**src/rtl/mul_issue_ctrl_if.sv**
```systemverilog
// Handshake and multiplier-side bundle for mul_issue_ctrl.
// The slave modport is the controller's view; the master modport is the ALU/multiplier side.
interface mul_issue_ctrl_if #(
   parameter int WIDTH = 8
);
   logic                 req_valid;
   logic                 req_ready;
   logic [WIDTH-1:0]     op_a;
   logic [WIDTH-1:0]     op_b;
   logic                 op_signed;
   logic                 mul_start;
   logic [WIDTH-1:0]     mul_a;
   logic [WIDTH-1:0]     mul_b;
   logic                 mul_done;
   logic [2*WIDTH-1:0]   mul_product;
   logic                 res_valid;
   logic                 res_ready;
   logic [2*WIDTH-1:0]   result;
   logic                 res_err;

   modport slave (
      input  req_valid, op_a, op_b, op_signed, mul_done, mul_product, res_ready,
      output req_ready, mul_start, mul_a, mul_b, res_valid, result, res_err
   );

   modport master (
      output req_valid, op_a, op_b, op_signed, mul_done, mul_product, res_ready,
      input  req_ready, mul_start, mul_a, mul_b, res_valid, result, res_err
   );
endinterface

```
**src/rtl/mul_issue_ctrl.sv**
```systemverilog
// Issue/return controller in front of the shift-add multiplier, with watchdog abort.
// Define MUL_SIGNED_EN to honour op_signed (magnitude conversion and product negation).
module mul_issue_ctrl #(
   parameter int WIDTH   = 8,
   parameter int TIMEOUT = 15
) (
   input  logic            i_clk,
   input  logic            i_rst,
   mul_issue_ctrl_if.slave bus
);
   localparam int WD_W = $clog2(TIMEOUT + 1);
   localparam logic [WD_W-1:0] WD_LAST = WD_W'(TIMEOUT - 1);

   localparam logic [2:0] S_IDLE  = 3'd0;
   localparam logic [2:0] S_ISSUE = 3'd1;
   localparam logic [2:0] S_WAIT  = 3'd2;
   localparam logic [2:0] S_FIX   = 3'd3;
   localparam logic [2:0] S_OUT   = 3'd4;

   logic [2:0]           r_state;
   logic [WD_W-1:0]      r_wdog;
   logic                 r_sign;
   logic [2*WIDTH-1:0]   r_prod;
   logic                 r_req_ready;
   logic                 r_mul_start;
   logic [WIDTH-1:0]     r_mul_a;
   logic [WIDTH-1:0]     r_mul_b;
   logic                 r_res_valid;
   logic [2*WIDTH-1:0]   r_result;
   logic                 r_res_err;

   logic [WIDTH-1:0]     w_mag_a;
   logic [WIDTH-1:0]     w_mag_b;
   logic                 w_sign;
   logic [2*WIDTH-1:0]   w_fix;

`ifdef MUL_SIGNED_EN
   function automatic logic [WIDTH-1:0] mag(input logic [WIDTH-1:0] v, input logic s);
      return (s && v[WIDTH-1]) ? ((~v) + WIDTH'(1)) : v;
   endfunction

   // The most-negative operand negates to itself, which is its correct unsigned magnitude.
   assign w_mag_a = mag(bus.op_a, bus.op_signed);
   assign w_mag_b = mag(bus.op_b, bus.op_signed);
   assign w_sign  = bus.op_signed & (bus.op_a[WIDTH-1] ^ bus.op_b[WIDTH-1]);
   assign w_fix   = r_sign ? ((~r_prod) + (2*WIDTH)'(1)) : r_prod;
`else
   logic w_unused_sign;
   assign w_mag_a       = bus.op_a;
   assign w_mag_b       = bus.op_b;
   assign w_sign        = 1'b0;
   assign w_fix         = r_prod;
   assign w_unused_sign = bus.op_signed ^ r_sign;
`endif

   assign bus.req_ready = r_req_ready;
   assign bus.mul_start = r_mul_start;
   assign bus.mul_a     = r_mul_a;
   assign bus.mul_b     = r_mul_b;
   assign bus.res_valid = r_res_valid;
   assign bus.result    = r_result;
   assign bus.res_err   = r_res_err;

   // Controller FSM; all outputs are registered and only change on state transitions.
   always_ff @(posedge i_clk or posedge i_rst) begin
      if (i_rst) begin
         r_state     <= S_IDLE;
         r_wdog      <= '0;
         r_sign      <= 1'b0;
         r_prod      <= '0;
         r_req_ready <= 1'b1;
         r_mul_start <= 1'b0;
         r_mul_a     <= '0;
         r_mul_b     <= '0;
         r_res_valid <= 1'b0;
         r_result    <= '0;
         r_res_err   <= 1'b0;
      end else begin
         case (r_state)
            S_IDLE: begin
               if (bus.req_valid && r_req_ready) begin
                  r_mul_a     <= w_mag_a;
                  r_mul_b     <= w_mag_b;
                  r_sign      <= w_sign;
                  r_req_ready <= 1'b0;
                  r_mul_start <= 1'b1;
                  r_state     <= S_ISSUE;
               end
            end
            S_ISSUE: begin
               r_mul_start <= 1'b0;
               r_wdog      <= '0;
               r_state     <= S_WAIT;
            end
            S_WAIT: begin
               // A done arriving on the last watchdog cycle still takes the normal path.
               if (bus.mul_done) begin
                  r_prod  <= bus.mul_product;
                  r_state <= S_FIX;
               end else if (r_wdog == WD_LAST) begin
                  r_wdog      <= r_wdog + WD_W'(1);
                  r_result    <= '0;
                  r_res_err   <= 1'b1;
                  r_res_valid <= 1'b1;
                  r_state     <= S_OUT;
               end else begin
                  r_wdog <= r_wdog + WD_W'(1);
               end
            end
            S_FIX: begin
               r_result    <= w_fix;
               r_res_err   <= 1'b0;
               r_res_valid <= 1'b1;
               r_state     <= S_OUT;
            end
            S_OUT: begin
               if (bus.res_ready) begin
                  r_res_valid <= 1'b0;
                  r_res_err   <= 1'b0;
                  r_req_ready <= 1'b1;
                  r_state     <= S_IDLE;
               end
            end
            default: begin
               r_state     <= S_IDLE;
               r_req_ready <= 1'b1;
               r_mul_start <= 1'b0;
               r_res_valid <= 1'b0;
               r_res_err   <= 1'b0;
            end
         endcase
      end
   end
endmodule

```
**src/flat_wrapper.sv**
```systemverilog
// flat-port wrapper written by rule: the top's interface ports become plain ports
module mul_issue_ctrl_flat 
#(
   parameter int WIDTH   = 8,
   parameter int TIMEOUT = 15
)
  (i_clk, i_rst, bus_req_valid, bus_op_a, bus_op_b, bus_op_signed, bus_mul_done, bus_mul_product, bus_res_ready, bus_req_ready, bus_mul_start, bus_mul_a, bus_mul_b, bus_res_valid, bus_result, bus_res_err);
  mul_issue_ctrl_if #(.WIDTH(WIDTH)) bus_i ();
  input  logic i_clk;
  input  logic i_rst;
  input wire logic [$bits(bus_i.req_valid)-1:0] bus_req_valid;
  input wire logic [$bits(bus_i.op_a)-1:0] bus_op_a;
  input wire logic [$bits(bus_i.op_b)-1:0] bus_op_b;
  input wire logic [$bits(bus_i.op_signed)-1:0] bus_op_signed;
  input wire logic [$bits(bus_i.mul_done)-1:0] bus_mul_done;
  input wire logic [$bits(bus_i.mul_product)-1:0] bus_mul_product;
  input wire logic [$bits(bus_i.res_ready)-1:0] bus_res_ready;
  output wire logic [$bits(bus_i.req_ready)-1:0] bus_req_ready;
  output wire logic [$bits(bus_i.mul_start)-1:0] bus_mul_start;
  output wire logic [$bits(bus_i.mul_a)-1:0] bus_mul_a;
  output wire logic [$bits(bus_i.mul_b)-1:0] bus_mul_b;
  output wire logic [$bits(bus_i.res_valid)-1:0] bus_res_valid;
  output wire logic [$bits(bus_i.result)-1:0] bus_result;
  output wire logic [$bits(bus_i.res_err)-1:0] bus_res_err;
  assign bus_i.req_valid = bus_req_valid;
  assign bus_i.op_a = bus_op_a;
  assign bus_i.op_b = bus_op_b;
  assign bus_i.op_signed = bus_op_signed;
  assign bus_i.mul_done = bus_mul_done;
  assign bus_i.mul_product = bus_mul_product;
  assign bus_i.res_ready = bus_res_ready;
  assign bus_req_ready = bus_i.req_ready;
  assign bus_mul_start = bus_i.mul_start;
  assign bus_mul_a = bus_i.mul_a;
  assign bus_mul_b = bus_i.mul_b;
  assign bus_res_valid = bus_i.res_valid;
  assign bus_result = bus_i.result;
  assign bus_res_err = bus_i.res_err;
  mul_issue_ctrl #(.WIDTH(WIDTH), .TIMEOUT(TIMEOUT)) u_core (.i_clk(i_clk), .i_rst(i_rst), .bus(bus_i));
endmodule
```
**config.mk**
```make
export PLATFORM = sky130hd
export DESIGN_NAME = mul_issue_ctrl_flat
export DESIGN_NICKNAME = d
export VERILOG_FILES = /design/src/rtl/mul_issue_ctrl_if.sv /design/src/rtl/mul_issue_ctrl.sv /design/src/flat_wrapper.sv
export SDC_FILE = /design/constraint.sdc
export NUM_CORES = 1
export LEC_CHECK = 0
export BUFFER_PORTS_ARGS = -buffer_cell sky130_fd_sc_hd__buf_2
export CAP_MARGIN = 0
export CORE_MARGIN = 3
export CORE_UTILIZATION = 45
export CTS_BUF_LIST = sky130_fd_sc_hd__clkbuf_8
export DETAILED_ROUTE_END_ITERATION = 10
export GPL_ROUTABILITY_DRIVEN = 0
export PLACE_DENSITY = 0.81
export RECOVER_POWER = 25
export SKIP_CTS_REPAIR_TIMING = 1
export SYNTH_ARGS = -nofsm -noshare
export SYNTH_HDL_FRONTEND = slang
export SYNTH_SLANG_ARGS = --single-unit
```
**constraint.sdc**
```tcl
create_clock -name i_clk -period 5.3 [get_ports i_clk]
set_input_delay 0.795 -clock i_clk [delete_from_list [all_inputs] [get_ports i_clk]]
set_output_delay 0.795 -clock i_clk [all_outputs]
set_load 0.02 [all_outputs]
```
==> results.json, run 1 <==
{
  "yosys.area.top_type": "dfrtp_1",
  "synthesis.nets": 212,
  "clk_pin_slew_ns": 0.07,
  "netlist.area_leader.share_pct": 58.85,
  "synth_area_per_cell_um2": 14.34,
  "grt_pass1_vias": 1617,
  "synthCells": 172,
  "worstPathCellList": "nor2b_1 -> and2_1 -> a22o_1",
  "synth_top_family_by_area": "multiplexers",
  "die_w_um": 80.03,
  "wl_per_cell_um": 14.36,
  "setup.worst_path.start": "u_core.r_state[1]$_DFFE_PP0P_",
  "finClkSkew_ns": 0.008299,
  "period_share_pct": 36.31,
  "synth_xor_area_share_pct": 0,
  "drive_above_1_share_pct": 48.00,
  "max_freq_mhz": 519.6,
  "cts_root_buffer": "clkbuf_8",
  "synth_edf_count": 0,
  "r2r-start": "u_core.r_state[1]$_DFFE_PP0P_",
  "overflow": 0,
  "multiInputGateArea_um2": 863.3,
  "tritoncts.num_buffers": 9,
  "fp-row-count": 26,
  "max_stage_delay_ns": 0.62,
  "synthSimpleGateAreaFrac_pct": 6.646,
  "worst_slew_pin_slew_ns": 0.7137,
  "p_leak_nw": 1.508,
  "finalSetupViolations": 0,
  "start_util_pct": 47.38,
  "nFillCells": 441,
  "cts_sinks": 59,
  "worst-path-max-fanout": 16,
  "wl_um": 4594,
  "dpl.hpwl_um": 3126,
  "pwr_density_cell_nw_per_um2": 633.5,
  "crit_buf_inv": 0,
  "viasPerCell": 5.106,
  "drtPass1Iterations": 4,
  "drtIter0Drc": 40,
  "worstPathArrival_ns": 2.18,
  "ys_top_cells_by_count": "58 x dfrtp_1, 21 x mux2_2, 18 x a22o_1",
  "track_usage_pct": 15.50,
  "timing.slew.headroom_pct": 52.42,
  "synth-compound-area-share_pct": 11.52,
  "ys.flop_type": "dfrtp_1",
  "cp.required_ns": 5.55,
  "cts_tree": "done",
  "tns_ns": 0,
  "crit_family": "simple AND/OR/NAND/NOR gates",
  "final_antenna_net_count": 0,
  "min_period_ns": 1.925,
  "core_area_um2": 5205,
  "synth.distinct_cells": 36,
  "rsz0062_at_grt": "false",
  "grt_max_degree": 60,
  "synthAdderAreaFrac_pct": 1.015,
  "n_antenna_cell": 0,
  "cp_slowest_cell": "dfrtp_1",
  "startpoint_type": "flip-flop",
  "max_cap_violations": 0,
  "synth_seq_cells": 59,
  "syn_area_um2": 2466,
  "htree_levels": 3,
  "drv_slew": 0,
  "finalHoldViolations": 0,
  "pin_count": 74,
  "setup.worst_path.end_class": "flip-flop",
  "status": "finished, final reports clean",
  "synth_area_leaders": "dfrtp_1 59%, mux2_2 9.6%, a22o_1 6.4%",
  "syn2layout_area_growth_pct": 22.63,
  "ys_seq_area_share_pct": 59.92,
  "hold_class": "flip-flop to flip-flop",
  "yosys_warnings": 0,
  "drc": 0,
  "die_h_um": 80.03,
  "peakVddDrop_mv": 0.2971,
  "hp-start": "u_core.r_prod[3]$_DFFE_PP0N_",
  "synthMuxAreaShare_pct": 16.13,
  "clk_latency_ns": 0.33,
  "synth.most_common_cell": "dfrtp_1",
  "async_reset_ff_share_pct": 100.0,
  "vias": 1634,
  "antenna_found_initial": 0,
  "grt_pass1_wl_um": 7493,
  "path_class": "flip-flop to flip-flop",
  "cts_buffer_depth": 2,
  "io_buffers": 72,
  "utilization_pct": 58.10,
  "nNetsFinal": 285,
  "die-area_um2": 6405,
  "seq_area_um2": 1478
}
-- worst register-to-register path, stage by stage (launching register included) --
cell and delay, ns:
dfrtp_1 0.62, nor2b_1 0.37, and2_1 0.61, a22o_1 0.26
-- layer usage --
layer	up-vias	wire (um)	track usage, %
li1	770	-	-
met1	790	2105	19.41
met2	64	2042	24.34
met3	10	358	4.289
met4	0	88	8.108
met5	-	0	0
-- sequential cells by signal, indices dropped and copies added, names as in the netlist --
| name | flops |
|---|---|
| u_core.bus.mul_start | 1 |
| u_core.bus.result | 16 |
| u_core.bus.mul_b | 8 |
| u_core.r_wdog | 4 |
| u_core.bus.res_err | 1 |
| u_core.bus.res_valid | 1 |
| u_core.r_state | 3 |
| u_core.bus.mul_a | 8 |
| u_core.r_prod | 16 |
| u_core.bus.req_ready | 1 |
-- metrics by stage --
| stage | hold slack (ns) | instance area [um^2] | worst slack (ns) | cells | total power, W |
|---|---|---|---|---|---|
| after floorplan | 0.4585 | 2466 | 3.050 | 172 | 0.001330 |
| after global placement | 0.4681 | 2823 | 3.125 | 304 | 0.001480 |
| after detailed placement | 0.4775 | 2823 | 3.119 | 304 | 0.001510 |
| after CTS | 0.4919 | 3032 | 3.404 | 320 | 0.001945 |
| after global routing | 0.5013 | 3024 | 3.213 | 320 | 0.002035 |
| final | 0.4885 | 3024 | 3.375 | 320 | 0.001916 |
-- final cells by class --
cell class | count | share of cell area, %
Sequential cell | 59 | 48.86
Multi-Input combinational cell | 97 | 28.55
Timing Repair Buffer | 73 | 12.16
Clock buffer | 9 | 4.096
Tap cell | 70 | 2.896
Clock inverter | 7 | 2.813
Inverter | 5 | 0.6206
-- cell usage in the layout (no fill, tap or decap), drive strengths merged, types with 3 or more instances in the layout --
cell    count
clkbuf      9
mux2       32
o21ai       4
nor2        3
dfrtp      58
inv         7
o31ai       5
a22o       18
buf        73
nand2      11
a21oi       3
-- logic make-up after synthesis --
group / count (synthesis)
buffers and inverters: 16
and+or+nand+nor: 27
AOI/OAI and AO/OA: 36
muxes: 32
adders and majority gates: 2
DFF: 59
-- power breakdown --
part	internal, W	leakage, nW	switching, W
registers	0.000659	0.733	0.000141
logic	0.000328	0.664	0.000361
clock network	0.000259	0.112	0.000167
total	0.00125	1.51	0.000669
-- worst paths after layout --
kind / cells past startpoint / to / slack [ns]
setup / recovery: 3 / u_core.bus.result[15]$_DFFE_PP0P_ / 3.38
hold reg to reg: 1 / u_core.r_prod[3]$_DFFE_PP0N_ / 0.49
min in group asynchronous: 3 / u_core.bus.mul_a[4]$_DFFE_PP0P_ / 0.67
setup reg to reg: 3 / u_core.bus.result[15]$_DFFE_PP0P_ / 3.38
max in group asynchronous: 3 / u_core.bus.mul_b[3]$_DFFE_PP0P_ / 4.16
hold / removal: 1 / u_core.r_prod[3]$_DFFE_PP0N_ / 0.49
No activity file was read; power rests on OpenSTA's default activity.
==> run 2, diff against run 1 <==
--- a/config.mk
+++ b/config.mk
@@ -5,6 +5,7 @@
 export SDC_FILE = /design/constraint.sdc
 export NUM_CORES = 1
 export LEC_CHECK = 0
+export ABC_AREA = 1
 export BUFFER_PORTS_ARGS = -buffer_cell sky130_fd_sc_hd__buf_2
 export CAP_MARGIN = 0
 export CORE_MARGIN = 3
@@ -12,7 +13,7 @@
 export CTS_BUF_LIST = sky130_fd_sc_hd__clkbuf_8
 export DETAILED_ROUTE_END_ITERATION = 10
 export GPL_ROUTABILITY_DRIVEN = 0
-export PLACE_DENSITY = 0.81
+export PLACE_DENSITY = 0.84
 export RECOVER_POWER = 25
 export SKIP_CTS_REPAIR_TIMING = 1
 export SYNTH_ARGS = -nofsm -noshare
==> constraint.sdc (replaced) <==
create_clock -name i_clk -period 1.7 [get_ports i_clk]
set_input_delay 0.255 -clock i_clk [delete_from_list [all_inputs] [get_ports i_clk]]
set_output_delay 0.255 -clock i_clk [all_outputs]
set_load 0.02 [all_outputs]
==> results.json, run 2 <==
{
  "htree_levels": 3,
  "period_share_pct": 87.39,
  "drive_above_1_share_pct": 27.72,
  "utilization_pct": 58.94,
  "cts_sinks": 59,
  "path_class": "flip-flop to flip-flop",
  "synthesis.nets": 325,
  "synth.most_common_cell": "nand2_1",
  "p_switching_w": 0.002261,
  "startpoint_type": "flip-flop",
  "power_frac_seq_pct": 42.3,
  "synth-compound-area-share_pct": 4.733,
  "multiInputGateArea_um2": 825.8,
  "io_buffers": 72,
  "netlist.area_leader.share_pct": 59.03,
  "cts_tree": "done",
  "internal_power_w": 0.003321,
  "tns_ns": 0,
  "cp_common_cell": "nand2_1",
  "setup.worst_path.end_class": "flip-flop",
  "grt_pass1_wl_um": 8466,
  "n_antenna_cell": 0,
  "layout_common_cells": "127 x nand2_1, 71 x buf_2, 58 x dfrtp_1",
  "postLayoutCellArea_um2": 3068,
  "finClkSkew_ns": 0.01046,
  "ys_seq_area_share_pct": 60.10,
  "peakVddDrop_mv": 0.8968,
  "yosys_warnings": 0,
  "synth_seq_cells": 59,
  "cts_buffer_depth": 2,
  "seq_area_um2": 1478,
  "clk_pin_slew_ns": 0.07,
  "cts_root_buffer": "clkbuf_8",
  "overflow": 0,
  "die-area_um2": 6386,
  "finalSetupViolations": 0,
  "synth_area_per_cell_um2": 8.627,
  "layout.cells.non_filler": 438,
  "final_antenna_net_count": 0,
  "p_leak_nw": 1.813,
  "p_clk_share_pct": 19.3,
  "track_usage_pct": 17.46,
  "synth_edf_count": 0,
  "synth_top_family_by_area": "simple AND/OR/NAND/NOR gates",
  "drtPass1Iterations": 7,
  "min_period_ns": 1.486,
  "dpl.hpwl_um": 3540,
  "nNetsFinal": 405,
  "syn_area_um2": 2459,
  "crit_buf_inv": 1,
  "grt_max_degree": 60,
  "synthMuxAreaShare_pct": 0,
  "ys_top_cells_by_count": "127 x nand2_1, 58 x dfrtp_1, 24 x inv_1",
  "clk_latency_ns": 0.33,
  "place_area_um2": 2913,
  "synthSimpleGateAreaFrac_pct": 27.28,
  "pwr-share-comb_pct": 38.4,
  "cp.required_ns": 1.92,
  "layout_commonest_cell": "nand2_1",
  "pwr_density_cell_nw_per_um2": 1820,
  "ys.flop_type": "dfrtp_1",
  "pin_count": 74,
  "yosys.area.top_type": "dfrtp_1",
  "swShare_pct": 40.50,
  "core_area_um2": 5205,
  "die_h_um": 79.92,
  "crit_family": "simple AND/OR/NAND/NOR gates",
  "drc": 0,
  "total_power_w": 0.005583,
  "wl_um": 5069,
  "synth_area_leaders": "dfrtp_1 59%, nand2_1 19%, nand3_1 4.5%",
  "cp_slowest_cell": "dfrtp_1",
  "placed_cells": 424,
  "max_cap_violations": 0,
  "syn2layout_area_growth_pct": 24.78,
  "wl_per_cell_um": 11.57,
  "antenna_found_initial": 0,
  "nFillCells": 467,
  "max_freq_mhz": 673.1,
  "timing.slew.headroom_pct": 5.303,
  "tritoncts.num_buffers": 9,
  "synth.distinct_cells": 22,
  "synth_xor_area_share_pct": 0.3562,
  "die_w_um": 79.92,
  "worstPathArrival_ns": 1.71,
  "vias": 2032,
  "rsz0062_at_grt": "false",
  "worstPathCellList": "inv_1 -> ha_1 -> nand3_1 -> o21ai_2 -> nand2_4 -> nand2_1 -> nand2_1",
  "viasPerCell": 4.639,
  "drv_slew": 0,
  "hold_class": "input pin to flip-flop",
  "synthAdderAreaFrac_pct": 1.018,
  "worst-path-max-fanout": 18,
  "status": "finished, final reports clean",
  "drtIter0Drc": 97,
  "worst_slew_pin_slew_ns": 1.420,
  "async_reset_ff_share_pct": 100.0,
  "finalHoldViolations": 0,
  "start_util_pct": 47.24,
  "max_stage_delay_ns": 0.41,
  "synthCells": 285,
  "fp-row-count": 26,
  "grt_pass1_vias": 1895
}
run 2: changes by cell type in the layout (fill, tap and decap cells not counted), moves of 5 or more:
cell	change
buf_4	+5
inv_1	+16
o31ai_1	-5
mux2_2	-21
a22o_1	-18
nand3_1	+21
nor2_1	+8
o21ai_0	+15
mux2_4	-10
nand2_1	+116
run 2: worst paths after layout:
check                                             startpoint                           endpoint  slack (ns)  cells after the start
setup / recovery                u_core.r_wdog[0]$_DFFE_PP0P_   u_core.bus.result[9]$_DFFE_PP0P_        0.21                      7
hold / removal                            bus_mul_product[8]       u_core.r_prod[8]$_DFFE_PP0N_        0.15                      3
max in group asynchronous                              i_rst   u_core.bus.result[5]$_DFFE_PP0P_        0.43                      3
hold reg to reg            u_core.bus.result[10]$_DFFE_PP0P_  u_core.bus.result[10]$_DFFE_PP0P_        0.46                      2
min in group asynchronous                              i_rst    u_core.bus.mul_a[1]$_DFFE_PP0P_        0.42                      3
setup reg to reg                u_core.r_wdog[0]$_DFFE_PP0P_   u_core.bus.result[9]$_DFFE_PP0P_        0.21                      7
run 2: layer usage:
metal	global-route usage, %	wire length (um)	vias up
met5	0	0	-
met2	29.14	2533	47
met1	20.28	2162	941
li1	-	-	1038
met4	6.588	66	0
met3	6.659	307	6
run 2: power groups by stage:
stage               registers [W]  clock network [W]  logic (W)
floorplan                 0.00282                  0    0.00100
global placement          0.00235                  0    0.00208
detailed placement        0.00238                  0    0.00215
CTS                       0.00237            0.00110    0.00217
global route              0.00244            0.00120    0.00240
finish                    0.00236            0.00108    0.00214
run 2: layout make-up:
cell class / instances / area share, %
Clock buffer: 11 / 4.935
Clock inverter: 3 / 0.4894
Inverter: 26 / 3.303
Multi-Input combinational cell: 190 / 26.92
Sequential cell: 59 / 48.16
Tap cell: 70 / 2.855
Timing Repair Buffer: 79 / 13.34
run 2: cell families after synthesis:
kind of cell / after synthesis
buf+inv: 36
xor+xnor: 1
compound gates: 22
simple gates: 165
fa+ha+maj: 2
flops: 59
run 2: stage by stage:
stage / setup WS (ns) / hold WS (ns)
after detailed placement: 0.1608 / 0.3605
after CTS: 0.1359 / 0.003396
after global routing: 0.07864 / 0.1384
final: 0.2144 / 0.1505
after global placement: 0.2413 / 0.3544
after floorplan: 0.3269 / 0.3542
run 2: worst reg2reg max path, delay by kind of cell (launching register included):
family	cells	cell delay (ns)
AND/OR/NAND/NOR	4	0.49
buffers and inverters	1	0.11
flip-flops	1	0.41
adder cells (fa/ha/maj)	1	0.15
AO/OA/AOI/OAI	1	0.23
==> run 3, diff against run 2 <==
--- a/config.mk
+++ b/config.mk
@@ -8,12 +8,15 @@
 export ABC_AREA = 1
 export BUFFER_PORTS_ARGS = -buffer_cell sky130_fd_sc_hd__buf_2
 export CAP_MARGIN = 0
+export CELL_PAD_IN_SITES_DETAIL_PLACEMENT = 1
+export CELL_PAD_IN_SITES_GLOBAL_PLACEMENT = 2
 export CORE_MARGIN = 3
-export CORE_UTILIZATION = 45
+export CORE_UTILIZATION = 27
 export CTS_BUF_LIST = sky130_fd_sc_hd__clkbuf_8
 export DETAILED_ROUTE_END_ITERATION = 10
 export GPL_ROUTABILITY_DRIVEN = 0
-export PLACE_DENSITY = 0.84
+export MAX_ROUTING_LAYER = met4
+export PLACE_DENSITY = 0.86
 export RECOVER_POWER = 25
 export SKIP_CTS_REPAIR_TIMING = 1
 export SYNTH_ARGS = -nofsm -noshare
==> results.json, run 3 (synthesis results as in run 2) <==
{
  "tritoncts.num_buffers": 9,
  "vias": 2032,
  "n_antenna_cell": 0,
  "path_class": "flip-flop to flip-flop",
  "worst-path-max-fanout": 19,
  "p_leak_nw": 1.806,
  "setup.worst_path.end_class": "flip-flop",
  "worstPathCellList": "inv_2 -> nand2_1 -> nor2_2 -> buf_4 -> nand2_4 -> nand2_1 -> nand2_1",
  "layout_common_cells": "127 x nand2_1, 71 x buf_2, 58 x dfrtp_1",
  "p_switching_w": 0.002298,
  "clk_latency_ns": 0.32,
  "min_period_ns": 1.522,
  "failed_checks": "capacitance limit",
  "clk_pin_slew_ns": 0.07,
  "dpl.hpwl_um": 4269,
  "finalHoldViolations": 0,
  "timing.slew.headroom_pct": 0.9222,
  "die-area_um2": 10290,
  "swShare_pct": 40.95,
  "drc": 0,
  "max_cap_violations": 1,
  "startpoint_type": "flip-flop",
  "grt_max_degree": 60,
  "peakVddDrop_mv": 0.6422,
  "period_share_pct": 89.51,
  "internal_power_w": 0.003313,
  "worst_slew_pin_slew_ns": 1.486,
  "cts_root_buffer": "clkbuf_8",
  "status": "complete, but fails checks",
  "die_h_um": 101.4,
  "power_frac_seq_pct": 42.1,
  "cts_sinks": 59,
  "final_antenna_net_count": 0,
  "track_usage_pct": 12.54,
  "cts_buffer_depth": 2,
  "wl_per_cell_um": 12.45,
  "pwr-share-comb_pct": 38.3,
  "viasPerCell": 4.287,
  "cts_tree": "done",
  "fp-row-count": 34,
  "wl_um": 5899,
  "drtIter0Drc": 62,
  "pwr_density_cell_nw_per_um2": 1802,
  "drv_slew": 0,
  "nNetsFinal": 403,
  "htree_levels": 3,
  "finalSetupViolations": 0,
  "antenna_found_initial": 0,
  "grt_pass1_vias": 2103,
  "rsz0062_at_grt": "false",
  "layout_commonest_cell": "nand2_1",
  "pin_count": 74,
  "pre_cts_ws_ns": 0.1251,
  "syn2layout_area_growth_pct": 26.62,
  "max_freq_mhz": 657.2,
  "core_area_um2": 8763,
  "p_clk_share_pct": 19.7,
  "drive_above_1_share_pct": 27.32,
  "cp_slowest_cell": "dfrtp_1",
  "finClkSkew_ns": 0.01038,
  "hold_class": "input pin to flip-flop",
  "tns_ns": 0,
  "drtPass1Iterations": 4,
  "start_util_pct": 28.06,
  "cp_common_cell": "nand2_1",
  "die_w_um": 101.4,
  "overflow": 0,
  "worstPathArrival_ns": 1.73,
  "setup_slack_ns": 0.1784,
  "grt_pass1_wl_um": 9742,
  "max_stage_delay_ns": 0.44,
  "cp.required_ns": 1.91,
  "io_buffers": 72
}
[run 3: changes by cell type in the layout (fill, tap and decap cells not counted)]
cell	delta
buf_12	+1
buf_4	-3
[run 3: final cells by class]
class | count | area, um^2
Clock buffer | 11 | 151.4
Clock inverter | 3 | 15.01
Fill cell | 1057 | 5650
Inverter | 26 | 101.3
Multi-Input combinational cell | 190 | 825.8
Sequential cell | 59 | 1478
Tap cell | 108 | 135.1
Timing Repair Buffer | 77 | 406.6
[run 3: metrics by stage]
stage / power (W) / area, um^2 / util [%] / instances / hold WS [ns]
2_1_floorplan: 0.003825 / 2462 / - / 285 / 0.3542
3_3_place_gp: 0.004494 / 2958 / 33.75 / 460 / 0.3651
3_5_place_dp: 0.004584 / 2958 / 33.75 / 460 / 0.3712
4_1_cts: 0.005723 / 3124 / 35.65 / 474 / 0.009887
5_1_grt: 0.006096 / 3113 / 35.52 / 474 / 0.1652
6_report: 0.005611 / 3113 / 35.52 / 474 / 0.1576
[run 3: power groups by stage]
| stage | Sequential, W | Clock, W | Combinational (W) |
|---|---|---|---|
| after detailed placement | 0.00238 | 0 | 0.00220 |
| after floorplan | 0.00282 | 0 | 0.00100 |
| after global routing | 0.00244 | 0.00122 | 0.00243 |
| after global placement | 0.00237 | 0 | 0.00212 |
| after CTS | 0.00237 | 0.00115 | 0.00220 |
| final | 0.00236 | 0.00110 | 0.00215 |
[run 3: critical path, delay by kind of cell (launching register included)]
kind,cells,cell delay (ns)
flip-flops,1,0.44
buffers and inverters,2,0.37
AND/OR/NAND/NOR,5,0.59
[run 3: final timing paths]
kind                                                  startpoint                                to  slack, ns  depth (start not counted)
max in group asynchronous                                  i_rst      u_core.r_wdog[1]$_DFFE_PP0P_       0.36                          3
worst min-delay path                          bus_mul_product[7]      u_core.r_prod[7]$_DFFE_PP0N_       0.16                          3
worst max register to register     u_core.r_state[2]$_DFFE_PP0P_      u_core.r_prod[0]$_DFFE_PP0N_       0.18                          7
worst max-delay path               u_core.r_state[2]$_DFFE_PP0P_      u_core.r_prod[0]$_DFFE_PP0N_       0.18                          7
min in group asynchronous                                  i_rst      u_core.r_prod[7]$_DFFE_PP0N_       0.45                          3
worst min register to register  u_core.bus.result[2]$_DFFE_PP0P_  u_core.bus.result[2]$_DFFE_PP0P_       0.46                          2
[run 3: routing by layer]
layer  share of wire, %  GRT usage [%]  wire, um
met1                 43          14.40      2551
met2                 50          20.93      2949
met3                5.3          2.824       311
met4                1.5          5.521        86
met5                  0              -         0
